==> config.mk <==
export PLATFORM = sky130hd
export DESIGN_NAME = multiplier_multicycle_param
export DESIGN_NICKNAME = d
export VERILOG_FILES = /design/src/rtl/multiplier_multicycle_param.sv
export SDC_FILE = /design/constraint.sdc
export NUM_CORES = 1
export LEC_CHECK = 0
export BUFFER_PORTS_ARGS = -buffer_cell sky130_fd_sc_hd__buf_2
export CORE_MARGIN = 1
export CORE_UTILIZATION = 40
export CTS_CLUSTER_DIAMETER = 30
export DETAILED_ROUTE_END_ITERATION = 12
export PLACE_DENSITY_LB_ADDON = 0.2
export SETUP_SLACK_MARGIN = 0.02
export SKIP_LAST_GASP = 1
export SLEW_MARGIN = 30
export SYNTH_ARGS = -nofsm -noshare
export SYNTH_HDL_FRONTEND = slang
export SYNTH_SLANG_ARGS = --single-unit
==> constraint.sdc <==
create_clock -name clk -period 4.8 [get_ports clk]
set_clock_uncertainty 0.1 [all_clocks]
set_input_delay 0.96 -clock clk [delete_from_list [all_inputs] [get_ports clk]]
set_output_delay 0.96 -clock clk [all_outputs]
set_load 0.005 [all_outputs]
==> src/rtl/multiplier_multicycle_param.sv <==
`default_nettype none
// ============================================================================
// Module      : multiplier_multicycle_param
// Description : Iterative shift-add integer multiplier for the execute-stage
//               ALU. Supports MUL / MULH / MULHSU / MULHU / MULW, a
//               valid/ready request handshake, a one-cycle done pulse and a
//               flush input that abandons an in-flight operation.
// Ports       : clk    - clock, rising edge
//               reset  - synchronous active-high reset
//               valid  - request, accepted when valid && ready && !flush
//               flush  - abandon in-flight operation / block acceptance
//               op     - 0 MUL, 1 MULH, 2 MULHSU, 3 MULHU, 4 MULW, 5-7 MUL
//               a, b   - operands, sampled only at acceptance
//               ready  - high in IDLE
//               busy   - high while iterating or fixing up the result
//               done   - one-cycle pulse, c valid in that cycle
//               c      - result, held until the next completed operation
// Revision    : 1.0 - initial release
// ============================================================================
module multiplier_multicycle_param #(
    parameter int WIDTH = 64
) (
    input  logic             clk,
    input  logic             reset,
    input  logic             valid,
    input  logic             flush,
    input  logic [2:0]       op,
    input  logic [WIDTH-1:0] a,
    input  logic [WIDTH-1:0] b,
    output logic             ready,
    output logic             busy,
    output logic             done,
    output logic [WIDTH-1:0] c
);

    localparam int HALF = WIDTH / 2;
    localparam int CW   = $clog2(WIDTH + 1);

    localparam logic [1:0] c_ST_IDLE = 2'd0;
    localparam logic [1:0] c_ST_BUSY = 2'd1;
    localparam logic [1:0] c_ST_FIX  = 2'd2;
    localparam logic [1:0] c_ST_DONE = 2'd3;

    localparam logic [2:0] c_OP_MULH   = 3'd1;
    localparam logic [2:0] c_OP_MULHSU = 3'd2;
    localparam logic [2:0] c_OP_MULHU  = 3'd3;
    localparam logic [2:0] c_OP_MULW   = 3'd4;

    localparam logic [CW-1:0] c_FULL_CNT = CW'(WIDTH);
    localparam logic [CW-1:0] c_HALF_CNT = CW'(HALF);
    localparam logic [CW-1:0] c_CNT_ONE  = CW'(1);

    logic [1:0]         r_state;
    logic [1:0]         w_next;
    logic [2:0]         r_op;
    logic               r_neg;
    logic [WIDTH-1:0]   r_mag_b;
    logic [2*WIDTH:0]   r_prod;
    logic [CW-1:0]      r_cnt;
    logic [WIDTH-1:0]   r_c;

    // ------------------------------------------------------------------
    // Operand conditioning at acceptance
    // ------------------------------------------------------------------
    logic               w_is_w;
    logic               w_a_signed;
    logic               w_b_signed;
    logic               w_neg_a;
    logic               w_neg_b;
    logic [WIDTH-1:0]   w_opa;
    logic [WIDTH-1:0]   w_opb;
    logic [WIDTH-1:0]   w_mag_a;
    logic [WIDTH-1:0]   w_mag_b;

    assign w_is_w     = (op == c_OP_MULW);
    assign w_a_signed = (op == c_OP_MULH) || (op == c_OP_MULHSU);
    assign w_b_signed = (op == c_OP_MULH);
    assign w_neg_a    = w_a_signed && a[WIDTH-1];
    assign w_neg_b    = w_b_signed && b[WIDTH-1];

    // Word mode multiplies the low halves as unsigned values; the low half of
    // the product is the same whatever signedness is assumed.
    assign w_opa   = w_is_w ? {{(WIDTH-HALF){1'b0}}, a[HALF-1:0]} : a;
    assign w_opb   = w_is_w ? {{(WIDTH-HALF){1'b0}}, b[HALF-1:0]} : b;
    // Negating the most negative value yields 2^(WIDTH-1), which is the
    // correct unsigned magnitude.
    assign w_mag_a = w_neg_a ? -a : w_opa;
    assign w_mag_b = w_neg_b ? -b : w_opb;

    // ------------------------------------------------------------------
    // Iteration and result fix-up
    // ------------------------------------------------------------------
    logic [WIDTH:0]     w_sum;
    logic [WIDTH:0]     w_upper;
    logic [2*WIDTH-1:0] w_full;
    logic [WIDTH-1:0]   w_result;

    assign w_sum   = r_prod[2*WIDTH:WIDTH] + {1'b0, r_mag_b};
    assign w_upper = r_prod[0] ? w_sum : r_prod[2*WIDTH:WIDTH];
    assign w_full  = r_neg ? -r_prod[2*WIDTH-1:0] : r_prod[2*WIDTH-1:0];

    always_comb begin
        w_result = w_full[WIDTH-1:0];
        case (r_op)
            c_OP_MULH, c_OP_MULHSU, c_OP_MULHU: w_result = w_full[2*WIDTH-1:WIDTH];
            // After only HALF shifts the HALF-bit product sits one half-word
            // higher than in full mode, so its low half is P[WIDTH-1:HALF].
            c_OP_MULW: w_result = {{(WIDTH-HALF){r_prod[WIDTH-1]}}, r_prod[WIDTH-1:HALF]};
            default:   w_result = w_full[WIDTH-1:0];
        endcase
    end

    // ------------------------------------------------------------------
    // FSM: state register
    // ------------------------------------------------------------------
    always_ff @(posedge clk) begin
        if (reset) begin
            r_state <= c_ST_IDLE;
        end else begin
            r_state <= w_next;
        end
    end

    // ------------------------------------------------------------------
    // FSM: next state
    // ------------------------------------------------------------------
    always_comb begin
        w_next = r_state;
        case (r_state)
            c_ST_IDLE: if (valid && !flush) w_next = c_ST_BUSY;
            c_ST_BUSY: begin
                if (flush) begin
                    w_next = c_ST_IDLE;
                end else if (r_cnt == c_CNT_ONE) begin
                    w_next = c_ST_FIX;
                end
            end
            c_ST_FIX:  w_next = flush ? c_ST_IDLE : c_ST_DONE;
            c_ST_DONE: w_next = c_ST_IDLE;
            default:   w_next = c_ST_IDLE;
        endcase
    end

    // ------------------------------------------------------------------
    // FSM: outputs
    // ------------------------------------------------------------------
    always_comb begin
        ready = 1'b0;
        busy  = 1'b0;
        done  = 1'b0;
        case (r_state)
            c_ST_IDLE: ready = 1'b1;
            c_ST_BUSY: busy  = 1'b1;
            c_ST_FIX:  busy  = 1'b1;
            c_ST_DONE: done  = 1'b1;
            default:   ready = 1'b0;
        endcase
    end

    // ------------------------------------------------------------------
    // Datapath registers
    // ------------------------------------------------------------------
    always_ff @(posedge clk) begin
        if (reset) begin
            r_op    <= 3'd0;
            r_neg   <= 1'b0;
            r_mag_b <= '0;
            r_prod  <= '0;
            r_cnt   <= '0;
            r_c     <= '0;
        end else begin
            case (r_state)
                c_ST_IDLE: begin
                    if (valid && !flush) begin
                        r_op    <= op;
                        r_neg   <= w_neg_a ^ w_neg_b;
                        r_mag_b <= w_mag_b;
                        r_prod  <= {{(WIDTH+1){1'b0}}, w_mag_a};
                        r_cnt   <= w_is_w ? c_HALF_CNT : c_FULL_CNT;
                    end
                end
                c_ST_BUSY: begin
                    if (!flush) begin
                        r_prod <= {1'b0, w_upper, r_prod[WIDTH-1:1]};
                        r_cnt  <= r_cnt - c_CNT_ONE;
                    end
                end
                c_ST_FIX: begin
                    if (!flush) begin
                        r_c <= w_result;
                    end
                end
                default: begin
                end
            endcase
        end
    end

    assign c = r_c;

endmodule
`default_nettype wire

# After elaboration in Yosys (flattened, before gate mapping)
# Index checks and enable logic that the tools add are counted.
dict set report op_classes {
  addsub 5
  eq_ne 14
  mux 22
  bitwise_logic 2
  reduce_logical 13
}
# operator n
set ops {}
lappend ops {{$mux 129} 2}
lappend ops {{$pmux 129 s2} 1}
lappend ops {{$mux 64} 4}
lappend ops {{$mux 128} 1}
lappend ops {{$neg 128->128} 1}
lappend ops {{$neg 64->64} 2}
lappend ops {{$pmux 64 s2} 1}
lappend ops {{$add 65x64->65} 1}
lappend ops {{$mux 65} 1}
lappend ops {{$mux 7} 3}
lappend ops {{$pmux 7 s2} 1}
lappend ops {{$eq 3x2->1 const B} 3}
lappend ops {{$mux 2} 4}
lappend ops {{$pmux 2 s4} 1}
lappend ops {{$eq 7x1->1 const B} 1}
lappend ops {{$sub 7x1->7 const B} 1}
lappend ops {{$eq 3x1->1 const B} 2}
lappend ops {{$eq 3x3->1 const B} 2}
lappend ops {{$reduce_and 2->1} 3}
lappend ops {{$eq 2x2->1 const B} 2}
lappend ops {{$ne 2x2->1 const B} 2}
lappend ops {{$logic_and 1x1->1} 3}
lappend ops {{$mux 1} 3}
lappend ops {{$ne 3x3->1 const B} 1}
lappend ops {{10 further kinds} 10}
dict set report totals {
  ff_bits 270
  in_bits 135
  out_inout_bits 67
  wordCells 63
}

# Logic depth before layout (Yosys ltp)
dict set report depth {
  depth_word 6
  mapped_depth 13
  mapped_depth_nobuf 12
}

# Worst setup path after synthesis
# Ideal clock, no wire load.
dict set report synth_timing {
  path_type {input -> register}
  start {in b[10]}
  end {reg r_mag_b[63]}
  setup_time_ps 91
  arrival_time_ps 3808
  slack_ps 801
  cell_stages 7
  path_cell_list {or4_1 -> or4_1 -> nor4_1 -> nor2b_1 -> nand2_1 -> or4_1 -> a311oi_1}
}
dict set report synth_via {
  elab_chain_len 2
}
# element line
set synth_lines {}
lappend synth_lines {{from (decl)} 29} ;# input logic [WIDTH-1:0] b,
lappend synth_lines {{$neg 64->64} 88} ;# assign w_mag_b = w_neg_b ? -b : w_opb;
lappend synth_lines {{$mux 64} 88}
lappend synth_lines {{to (signal assigned)} 177} ;# r_mag_b <= w_mag_b;
lappend synth_lines {{to (decl)} 57} ;# logic [WIDTH-1:0] r_mag_b;
# Every way passes these cells.
# A chain may end at the register's enable or synchronous reset.

# Worst setup path after layout
dict set report layout_timing {
  start {reg r_prod[38]}
  end {reg r_c[49] (netlist: c[49])}
}
dict set report layout_via {
  elab_chain_len 3
}
# element line
set layout_lines {}
lappend layout_lines {{from (decl)} 58} ;# logic [2*WIDTH:0] r_prod;
lappend layout_lines {{from (signal assigned)} 178} ;# r_prod <= {{(WIDTH+1){1'b0}}, w_mag_a};
lappend layout_lines {{from (signal assigned)} 184} ;# r_prod <= {1'b0, w_upper, r_prod[WIDTH-1:1]};
lappend layout_lines {{$neg 128->128} 100} ;# assign w_full = r_neg ? -r_prod[2*WIDTH-1:0] : r_prod[2*WIDTH-1:0];
lappend layout_lines {{$mux 128} 100}
lappend layout_lines {{$pmux 64 s2} 104} ;# case (r_op)
lappend layout_lines {{to (signal assigned)} 190} ;# r_c <= w_result;
lappend layout_lines {{to (decl)} 60} ;# logic [WIDTH-1:0] r_c;
# Every way passes these cells.

==> metrics.txt <==
result of the run=complete, no violations; overall fraction of global-route tracks in use=between 30 and 40%; post-route met1 wirelength=approximately 37 mm; clock tree from TritonCTS=done; Crit. End Element=flop; start-to-end type of the worst setup path=reg2reg; main flop type after synthesis=dfxtp_1; total negative slack for setup checks=0 ns; PD cells=361 nW/um^2; floorplan die area=52700 sq um; H-tree levels=3; Bufs and invs on worst path=2; placed inst area=approximately 23000 sq um; biggest area consumer among synthesized cells=dfxtp_1; PortBufs=201; syn avg cell area=7.37 sq um; total setup violations reported at the end of the flow=0; FF+latch count, synth=approximately 270; slew at the pin closest to its max-slew limit=~1.0 ns; min-delay worst type=reg2reg; highest routing layer actually used=met4; Max Transition Viols Final=0; hold violation count in the final report=0; share of synthesized area occupied by flip-flops and latches=26.0%; Maximum Capacitance Violations=0; buffers inserted during post-CTS setup optimization=0; clock transition at the registers of the reported paths=around 0.050 ns; CP startpoint kind=flop; number of synthesis warnings=0; number of diodes added for antenna fixing=0; number of synthesized flops with an enable pin=0; cell family contributing the most delay on the critical path=simple AND/OR/NAND/NOR gates; synth unique cells=between 70 and 80; via count of the first global-routing pass=approximately 21000; routed wire length=approximately 84 mm; area fraction of the dominant cell type after synthesis=26.0%; worst-skew pair later-pin latency=a little over 0.6 ns; cell types occupying the most area after synthesis=dfxtp_1, xnor2_1, a21oi_1; share of the clock period used by the worst path after layout=roughly 89%; vertical die dimension=approximately 230 um; critical-path maximum fanout=7; via density per instance=6.20; total gr overflow=0; number of hold-repair buffers added at the cts stage=0; finished layout cell area=around 25000 sq um; origin of the critical flop-to-flop path=r_prod[38]; Post-synth top cells=nor2_1, dfxtp_1, a21oi_1, nand2_1, clkbuf_1; Core ar.=a little over 50000 sq um; worst endpoint data arrival time=~4.6 ns; met2 wire length=37.5 mm; CP peak stage delay=~0.7 ns; syn nets=just over 3000; antenna-violating nets left=0; most common cell in the synthesized netlist=nor2_1; Final #Nets=around 3200; shortest clock period the worst path allows after layout=4.29 ns; remaining routing DRC violations=0; Crit. Startpoint=r_prod[38]; Synth Instances=roughly 2800; highest ir drop seen on vdd=roughly 300 uV; DP Wirelength=64.3 mm; setup repair after global routing missed its margin=false; final weighted congestion of routability-driven global placement=just over 1; area growth from synthesis to layout=20.8%; effective utilization at floorplan=between 40% and 50%; initial antenna violation count=0; DP Cell Count=approximately 3600; required time of the critical path=around 5 ns; Highest Clock Rate=roughly 230 MHz; async set-or-reset flop fraction in the synthesized netlist=0%; Gates resized, CTS repair=0; total standard cell area after synthesis=20700 sq um; pin count of the biggest net entering global routing=approximately 130; first drt pass iteration count=8; vias after detailed routing=22916; detailed-route wire length per cell=22.7 um; row cnt=a little over 80; width of the die=230 um; Num CTS Buffers=about 70; post-layout total power=9.03 mW; Root Buffer=clkbuf_16; first-pass GRT wire length=roughly 130 mm; minimum setup slack in the final design=0.512 ns; Iter 0 DRT Violations=between 2000 and 2500; Final Instance Count excl. Fillers=approximately 3700; chain of cells forming the critical path=or4_1, nor3_1, and3_1, and4_1, nand2_1, buf_4, o31ai_1, xnor2_1, a221oi_1, buf_4, nor3_1; WL met3=approximately 7.6 mm; leakage power figure=roughly 9.7 nW; worst min-delay path startpoint=r_op[1]; max_slew headroom=30.3%; CTS sink count=about 270; crit path max-delay cell type=or4_1; share of post-route cells with drive strength above 1=about 16%; Longest Clk Path Bufs=3; placement-stage worst setup slack=0.442 ns; io pins=between 200 and 250; fill cell total of the finished layout=between 5000 and 6000
kinds of logic (layout without fill, tap and decap cells):
logic type      Yosys count  in the layout  synth area share [%]
buf+inv                 258            460                  4.72
simple gates           1019           1019                  23.5
xor+xnor                235            235                  9.93
fa+ha+maj                74             74                  4.50
flops                   269            269                  26.0
mux                      43             43                  2.20
compound gates          915            915                  29.2
worst paths after layout:
kind / to / slack [ns] / cells after the start
setup / recovery: c[49] / 0.51 / 11
hold / removal: r_op[1] / 0.35 / 2
setup reg to reg: c[49] / 0.51 / 11
hold reg to reg: r_op[1] / 0.35 / 2
area by class of cell:
cell class	instances	area (sq um)	share of cell area [%]
tap	680	851	3.40
sequential	269	5390	21.5
timing repair buffer	291	1700	6.80
clock inverter	37	465	1.86
clock buffer	89	2050	8.19
multi-input combinational	2286	14400	57.6
inverter	43	161	0.644
through the flow:
stage               util (%)  hold WS (ns)
finish                  48.8         0.352
global route            48.8         0.384
CTS                     48.8         0.355
detailed placement      43.9         0.349
global placement        43.9         0.343
floorplan                  -         0.336
sequential cells by signal, indices dropped and copies added, names as in the netlist:
| name | flops |
|---|---|
| r_neg | 1 |
| r_state | 2 |
| r_op | 3 |
| c | 64 |
| r_cnt | 7 |
| r_prod | 128 |
| r_mag_b | 64 |
placed cells by master, fill, tap and decap left out, types with 19 or more instances in the layout:
cell type  Yosys  final
a211oi_1      48     48
nand4_1       45     45
o31ai_1       56     56
buf_4          0     89
mux2i_1       22     22
o22ai_1       38     38
xor2_1        87     86
a21o_1        26     26
xnor2_1      148    148
dfxtp_1      269    267
buf_2          1    200
clkbuf_16      0     77
or3_1         36     36
a22oi_1       91     91
a21oi_1      255    255
o21ai_0      171    171
nand2_1      243    243
mux2_2        21     21
nor2_1       312    307
inv_1         41     41
o21bai_1      21     21
nor4_1        32     32
a222oi_1      19     19
or2_2         19     19
a221oi_1      38     38
nor3_1       148    148
o41ai_1       31     31
or4_1         40     40
ha_1          73     73
nand3_1       55     55
routing by layer:
metal	vias up	track usage (%)
met4	0	9.42
met3	138	6.98
met2	975	48.4
met1	10988	42.2
li1	10815	-
met5	-	0
power breakdown:
part | switching [mW] | internal [mW] | total, mW | leakage, nW
Clock | 1.50 | 3.49 | 4.99 | 1.23
Sequential | 0.138 | 2.34 | 2.47 | 2.18
Combinational | 1.03 | 0.542 | 1.57 | 6.28
Total | 2.66 | 6.37 | 9.03 | 9.69
worst reg2reg max path, stage by stage, from the launching register on:
cell	delay (ns)
dfxtp_1	0.31
or4_1	0.68
nor3_1	0.58
and3_1	0.39
and4_1	0.39
nand2_1	0.16
buf_4	0.21
o31ai_1	0.27
xnor2_1	0.14
a221oi_1	0.65
buf_4	0.23
nor3_1	0.04
(Power assumes the default switching activity.)
